$ cat src/rtl/fp16_mul_arbiter.sv
// fp16_mul_arbiter: shares one pipelined fp16 multiplier between N_REQ requesters.
// One operation in flight; a request is latched in IDLE, issued in ISSUE, and the
// product is captured after MUL_LAT WAIT cycles and returned with a one-cycle pulse.
// Optional build macro MUL_ARB_FIXED_PRIO_EN: fixed priority (lowest index wins)
// instead of the default round-robin arbitration.
module fp16_mul_arbiter #(
  parameter int unsigned N_REQ   = 4,
  parameter int unsigned MUL_LAT = 2
) (
  input  logic                  clk,
  input  logic                  rst,
  input  logic [N_REQ-1:0]      req_valid,
  input  logic [16*N_REQ-1:0]   req_a,
  input  logic [16*N_REQ-1:0]   req_b,
  output logic [N_REQ-1:0]      req_ready,
  output logic [N_REQ-1:0]      rsp_valid,
  output logic [15:0]           rsp_data,
  output logic                  busy,
  output logic                  mul_err,
  output logic [15:0]           mul_a,
  output logic [15:0]           mul_b,
  output logic                  mul_en,
  input  logic [15:0]           mul_out,
  input  logic                  mul_ready
);

  localparam int unsigned DATA_W = 16;
  localparam int unsigned IDX_W  = (N_REQ > 1) ? $clog2(N_REQ) : 1;
  localparam int unsigned CNT_W  = $clog2(MUL_LAT + 1);

  typedef enum logic [1:0] {
    IDLE  = 2'd0,
    ISSUE = 2'd1,
    WAIT  = 2'd2
  } arbState_t;

  arbState_t          state;
  arbState_t          stateNext;
  logic [IDX_W-1:0]   gnt;
  logic [IDX_W-1:0]   gntNext;
  logic [CNT_W-1:0]   waitCnt;
  logic [CNT_W-1:0]   waitCntNext;
  logic [IDX_W-1:0]   searchBase;
  logic               winFound;
  logic [IDX_W-1:0]   winIdx;

  logic [N_REQ-1:0]   reqReadyNext;
  logic [N_REQ-1:0]   rspValidNext;
  logic [DATA_W-1:0]  rspDataNext;
  logic               busyNext;
  logic               mulErrNext;
  logic [DATA_W-1:0]  mulANext;
  logic [DATA_W-1:0]  mulBNext;
  logic               mulEnNext;

  logic [DATA_W-1:0]  opA [N_REQ];
  logic [DATA_W-1:0]  opB [N_REQ];

  // Unpack the flat operand buses into per-requester words
  for (genvar g = 0; g < N_REQ; g++) begin : gUnpack
    assign opA[g] = req_a[DATA_W*g +: DATA_W];
    assign opB[g] = req_b[DATA_W*g +: DATA_W];
  end

`ifdef MUL_ARB_FIXED_PRIO_EN
  // Fixed priority: the search always starts at requester 0
  assign searchBase = '0;
`else
  logic [IDX_W-1:0]   rrPtr;
  logic [IDX_W-1:0]   rrPtrNext;

  assign searchBase = rrPtr;

  // Round-robin pointer advances only when an operation completes
  always_ff @(posedge clk or posedge rst) begin
    if (rst) rrPtr <= '0;
    else     rrPtr <= rrPtrNext;
  end
`endif

  // Index reached after stepping 'off' places upward from 'base', wrapping at N_REQ
  function automatic logic [IDX_W-1:0] wrapIdx(input logic [IDX_W-1:0] base,
                                               input int unsigned off);
    int unsigned sum;
    sum = 32'(base) + off;
    return IDX_W'(sum % N_REQ);
  endfunction

  // Winner search: first pending requester at or above searchBase, with wrap
  always_comb begin
    winFound = 1'b0;
    winIdx   = '0;
    for (int unsigned i = 0; i < N_REQ; i++) begin
      if (!winFound && req_valid[wrapIdx(searchBase, i)]) begin
        winFound = 1'b1;
        winIdx   = wrapIdx(searchBase, i);
      end
    end
  end

  // FSM state register
  always_ff @(posedge clk or posedge rst) begin
    if (rst) state <= IDLE;
    else     state <= stateNext;
  end

  // Next-state and next-output logic; outputs are registered one cycle ahead
  always_comb begin
    stateNext    = state;
    gntNext      = gnt;
    waitCntNext  = waitCnt;
    reqReadyNext = '0;
    rspValidNext = '0;
    rspDataNext  = rsp_data;
    mulErrNext   = mul_err;
    mulANext     = mul_a;
    mulBNext     = mul_b;
    mulEnNext    = 1'b0;
`ifndef MUL_ARB_FIXED_PRIO_EN
    rrPtrNext    = rrPtr;
`endif
    unique case (state)
      IDLE: begin
        if (winFound) begin
          mulANext             = opA[winIdx];
          mulBNext             = opB[winIdx];
          gntNext              = winIdx;
          mulEnNext            = 1'b1;
          reqReadyNext[winIdx] = 1'b1;
          stateNext            = ISSUE;
        end
      end
      ISSUE: begin
        waitCntNext = CNT_W'(MUL_LAT);
        stateNext   = WAIT;
      end
      WAIT: begin
        waitCntNext = waitCnt - CNT_W'(1);
        if (waitCnt == CNT_W'(1)) begin
          rspDataNext       = mul_out;
          mulErrNext        = mul_err | ~mul_ready;
          rspValidNext[gnt] = 1'b1;
`ifndef MUL_ARB_FIXED_PRIO_EN
          rrPtrNext         = (gnt == IDX_W'(N_REQ - 1)) ? '0 : gnt + IDX_W'(1);
`endif
          stateNext         = IDLE;
        end
      end
      default: stateNext = IDLE;
    endcase
    busyNext = (stateNext != IDLE);
  end

  // Datapath and output registers
  always_ff @(posedge clk or posedge rst) begin
    if (rst) begin
      gnt       <= '0;
      waitCnt   <= '0;
      req_ready <= '0;
      rsp_valid <= '0;
      rsp_data  <= '0;
      busy      <= 1'b0;
      mul_err   <= 1'b0;
      mul_a     <= '0;
      mul_b     <= '0;
      mul_en    <= 1'b0;
    end else begin
      gnt       <= gntNext;
      waitCnt   <= waitCntNext;
      req_ready <= reqReadyNext;
      rsp_valid <= rspValidNext;
      rsp_data  <= rspDataNext;
      busy      <= busyNext;
      mul_err   <= mulErrNext;
      mul_a     <= mulANext;
      mul_b     <= mulBNext;
      mul_en    <= mulEnNext;
    end
  end

endmodule
$ cat config.mk
export PLATFORM = sky130hd
export DESIGN_NAME = fp16_mul_arbiter
export DESIGN_NICKNAME = d
export VERILOG_FILES = /design/src/rtl/fp16_mul_arbiter.sv
export SDC_FILE = /design/constraint.sdc
export NUM_CORES = 1
export LEC_CHECK = 0
export ABC_AREA = 1
export CAP_MARGIN = 20
export CORE_ASPECT_RATIO = 0.6
export CORE_UTILIZATION = 42
export DETAILED_ROUTE_END_ITERATION = 12
export PLACE_DENSITY = 0.91
export SLEW_MARGIN = 20
export SYNTH_ARGS = -nofsm -noshare
export SYNTH_HDL_FRONTEND = slang
export SYNTH_SLANG_ARGS = --single-unit
$ cat constraint.sdc
create_clock -name clk -period 2.95 [get_ports clk]
set_clock_uncertainty 0.1 [all_clocks]
set_input_delay 0.59 -clock clk [delete_from_list [all_inputs] [get_ports clk]]
set_output_delay 0.59 -clock clk [all_outputs]
set_load 0.05 [all_outputs]
==> run summary <==
- total setup violations reported at the end of the flow: 0
- die span in y: 80.83 um
- CP Launch Type: input pin
- Max Slew Vio Count: 0
- count of buffers inserted at the top-level ports: 209
- area used by multi-input combinational logic: 2302 sq um
- Critical Path End Type: register
- Combinational Power Share: 70.5%
- initial core utilization: 43.71%
- IR drop worst, VDD: 0.9775 mV
- number of antenna cells inserted: 0
- Longest Clk Path Bufs: 2
- post-cts sizing count: 0
- PwrDens: 1339 nW/um^2
- post-synthesis cell type count: 26
- worst path required time: 3.10 ns
- DP Area: 6525 sq um
- warning count from the yosys run: 0
- cell accounting for the most synthesized area: sky130_fd_sc_hd__dfrtp_1
- Final Instance Area: 6834 sq um
- total die area: 10780 sq um
- number of buffers inserted by post-CTS setup repair: 0
- status: finished clean
- maximum fanout along the worst path: 36
- Num CTS Buffers: 9
- Layout Nets: 1012
- standby leakage power: 3.481 nW
- wire length of the first global-routing pass: 22300 um
- half-perimeter wire length after placement: 10040 um
- count of filler cells inserted in the layout: 855
- switching component of the power: 4.987 mW
- Vias/cell: 5.012
- clock tree from TritonCTS: yes
- post-synthesis sequential area ratio: 38.55%
- gate count of the mapped netlist: 661
- htree depth: 3
- Total Routing Usage GR: 26.40%
- first-pass iteration count of the detailed router: 5
- commonest non-fill, non-tap cells in the layout: sky130_fd_sc_hd__nand2_1, sky130_fd_sc_hd__clkdlybuf4s50_1, sky130_fd_sc_hd__dfrtp_1
- transition time at the pin with the least slew margin: 0.6471 ns
- overflow left after global routing: 0
- core region area: 9950 sq um
- clock slew at the register clock pins of the worst setup and hold paths: 0.06 ns
- Critical Path AT: 2.55 ns
- final cell utilization of the core: 68.69%
- number of register bits inferred by synthesis: 67
- minimum period implied by the final worst setup slack: 2.399 ns
- share of total power in sequential cells: 17.5%
- switching fraction of total power: 54.50%
- Clk Tree Root Cell: sky130_fd_sc_hd__clkbuf_16
- f_max: 416.8 MHz
- crit share post-route: 81.33%
- number of max-cap violations: 0
- ANT nets after route: 0
- Synth top area share: 38.55%
- sequential cell area: 1677 sq um
- startpoint-to-endpoint class of the critical path: in2reg
- maximum number of pins on one net before global-route repair: 67
- RePlAce Congestion: 0.8644
- number of primary I/O pins: 210
- Mapped Avg Cell Area: 6.580 sq um
- type of the worst min-delay path: reg2reg
- syn_nets: 821
- width of the die: 133.4 um
- number of hold-repair buffers added at the cts stage: 0
- most common cell after layout, fill and taps aside: sky130_fd_sc_hd__nand2_1
- latest clock arrival within the worst-skew pair: 0.33 ns
- RSZ-0062 raised after global routing: no
- standard-cell rows: 28
- ratio of cells with drive above 1 in the final layout: 5.834%
- Final Routed Wirelength: 13830 um
- top area cells in the synthesized netlist: sky130_fd_sc_hd__dfrtp_1, sky130_fd_sc_hd__nand2_1, sky130_fd_sc_hd__nand4_1
- number of global-route vias before repair: 4707
- WL/cell: 13.94 um
- worst slew margin relative to its limit: 56.79%
- Final TNS setup: 0 ns
- final routed DRC violation total: 0
- hold violation total from the final report: 0
- Clk network pwr share: 12.1%
- # clock sinks: 67
- post-synthesis to final-layout area growth: 57.13%
- drt initial violations: 211
- placement-stage worst setup slack: 0.2256 ns
- total via count after detailed routing: 4972
- antenna violations before repair: 0
- area of the mapped netlist: 4349 sq um
- PnR worst setup slack: 0.5507 ns
- cell-internal power: 4.164 mW
==> metrics by stage <==
step,instances,hold WS [ns],power (mW)
2_1_floorplan,661,0.3637,6.262
3_3_place_gp,976,0.3626,7.921
3_5_place_dp,976,0.3654,8.045
4_1_cts,992,0.3809,9.193
5_1_grt,992,0.3944,9.960
6_report,992,0.3742,9.151
==> Yosys cell counts <==
library cell,n
sky130_fd_sc_hd__o21ai_0,6
sky130_fd_sc_hd__nand3_4,1
sky130_fd_sc_hd__nand4_1,66
sky130_fd_sc_hd__nand3_1,8
sky130_fd_sc_hd__nand3b_1,1
sky130_fd_sc_hd__nand2_1,406
sky130_fd_sc_hd__buf_4,7
sky130_fd_sc_hd__buf_6,6
sky130_fd_sc_hd__or2_1,1
sky130_fd_sc_hd__nor2_4,1
sky130_fd_sc_hd__o21ai_1,1
sky130_fd_sc_hd__dfrtp_1,67
sky130_fd_sc_hd__o21ai_2,1
sky130_fd_sc_hd__o21bai_1,1
sky130_fd_sc_hd__nand3_2,2
sky130_fd_sc_hd__buf_2,22
sky130_fd_sc_hd__ha_1,9
sky130_fd_sc_hd__nand2_2,8
sky130_fd_sc_hd__clkbuf_1,10
sky130_fd_sc_hd__nor2_1,6
sky130_fd_sc_hd__inv_6,1
sky130_fd_sc_hd__a31oi_1,1
sky130_fd_sc_hd__inv_2,3
sky130_fd_sc_hd__nor3_1,1
sky130_fd_sc_hd__a21oi_1,3
sky130_fd_sc_hd__inv_1,22
==> worst max-delay path, cell delays in order <==
cell                              delay (ns)
sky130_fd_sc_hd__clkdlybuf4s50_1        0.48
sky130_fd_sc_hd__inv_1                  0.05
sky130_fd_sc_hd__nand2_1                0.07
sky130_fd_sc_hd__nand3_1                0.08
sky130_fd_sc_hd__nand2_1                0.13
sky130_fd_sc_hd__inv_1                  0.12
sky130_fd_sc_hd__nand3_4                0.14
sky130_fd_sc_hd__nand2_2                0.08
sky130_fd_sc_hd__inv_2                  0.48
sky130_fd_sc_hd__nand2_1                0.14
sky130_fd_sc_hd__a31oi_1                0.18
==> power by group through the flow <==
stage	Combinational, mW	Sequential (mW)	Clock (mW)
after global placement	6.32	1.60	0
after detailed placement	6.45	1.60	0
final	6.45	1.60	1.10
after CTS	6.47	1.60	1.12
after global routing	7.15	1.65	1.16
after floorplan	3.50	2.76	0
==> path summary, 6_finish.rpt <==
kind                         startpoint            to  slack [ns]  cells after the start
max                        req_valid[1]  req_ready[2]        0.55                     11
min                           mul_a[12]     mul_a[12]        0.37                      2
max reg2reg                    rrPtr[0]  req_ready[2]        0.64                     10
min reg2reg                   mul_a[12]     mul_a[12]        0.37                      2
max in group asynchronous           rst      mul_b[0]        1.48                      4
min in group asynchronous           rst     mul_a[12]        0.53                      2
==> registers in the layout, summed over array words and instances, names as in the netlist <==
register and cells:
gnt 2, mul_err 1, rsp_data 16, req_ready 4, rsp_valid 4, busy 1, rrPtr 2, mul_en 1
waitCnt 2, state 2, mul_b 16, mul_a 16
==> per-layer routing <==
| layer | wire (um) | track usage, % |
|---|---|---|
| met5 | 0 | 0 |
| met4 | 193 | 9.432 |
| met3 | 1174 | 7.428 |
| met2 | 6251 | 42.66 |
| met1 | 6206 | 34.16 |
==> cell families after synthesis <==
| kind of cell | after synthesis | share of synthesized area [%] |
|---|---|---|
| AOI/OAI and AO/OA | 13 | 1.669 |
| adders and majority gates | 9 | 2.589 |
| buffers and inverters | 71 | 8.516 |
| DFF | 67 | 38.55 |
| and+or+nand+nor | 501 | 48.68 |
==> layout make-up <==
class	count	share of cell area (%)
well taps	135	2.472
repair buffers	225	33.28
flip-flops and latches	67	24.53
clock buffers	9	3.295
multi-input cells	523	33.69
inverters	26	1.501
clock inverters	7	1.227
Note: power is estimated with default switching activity, not from simulation.
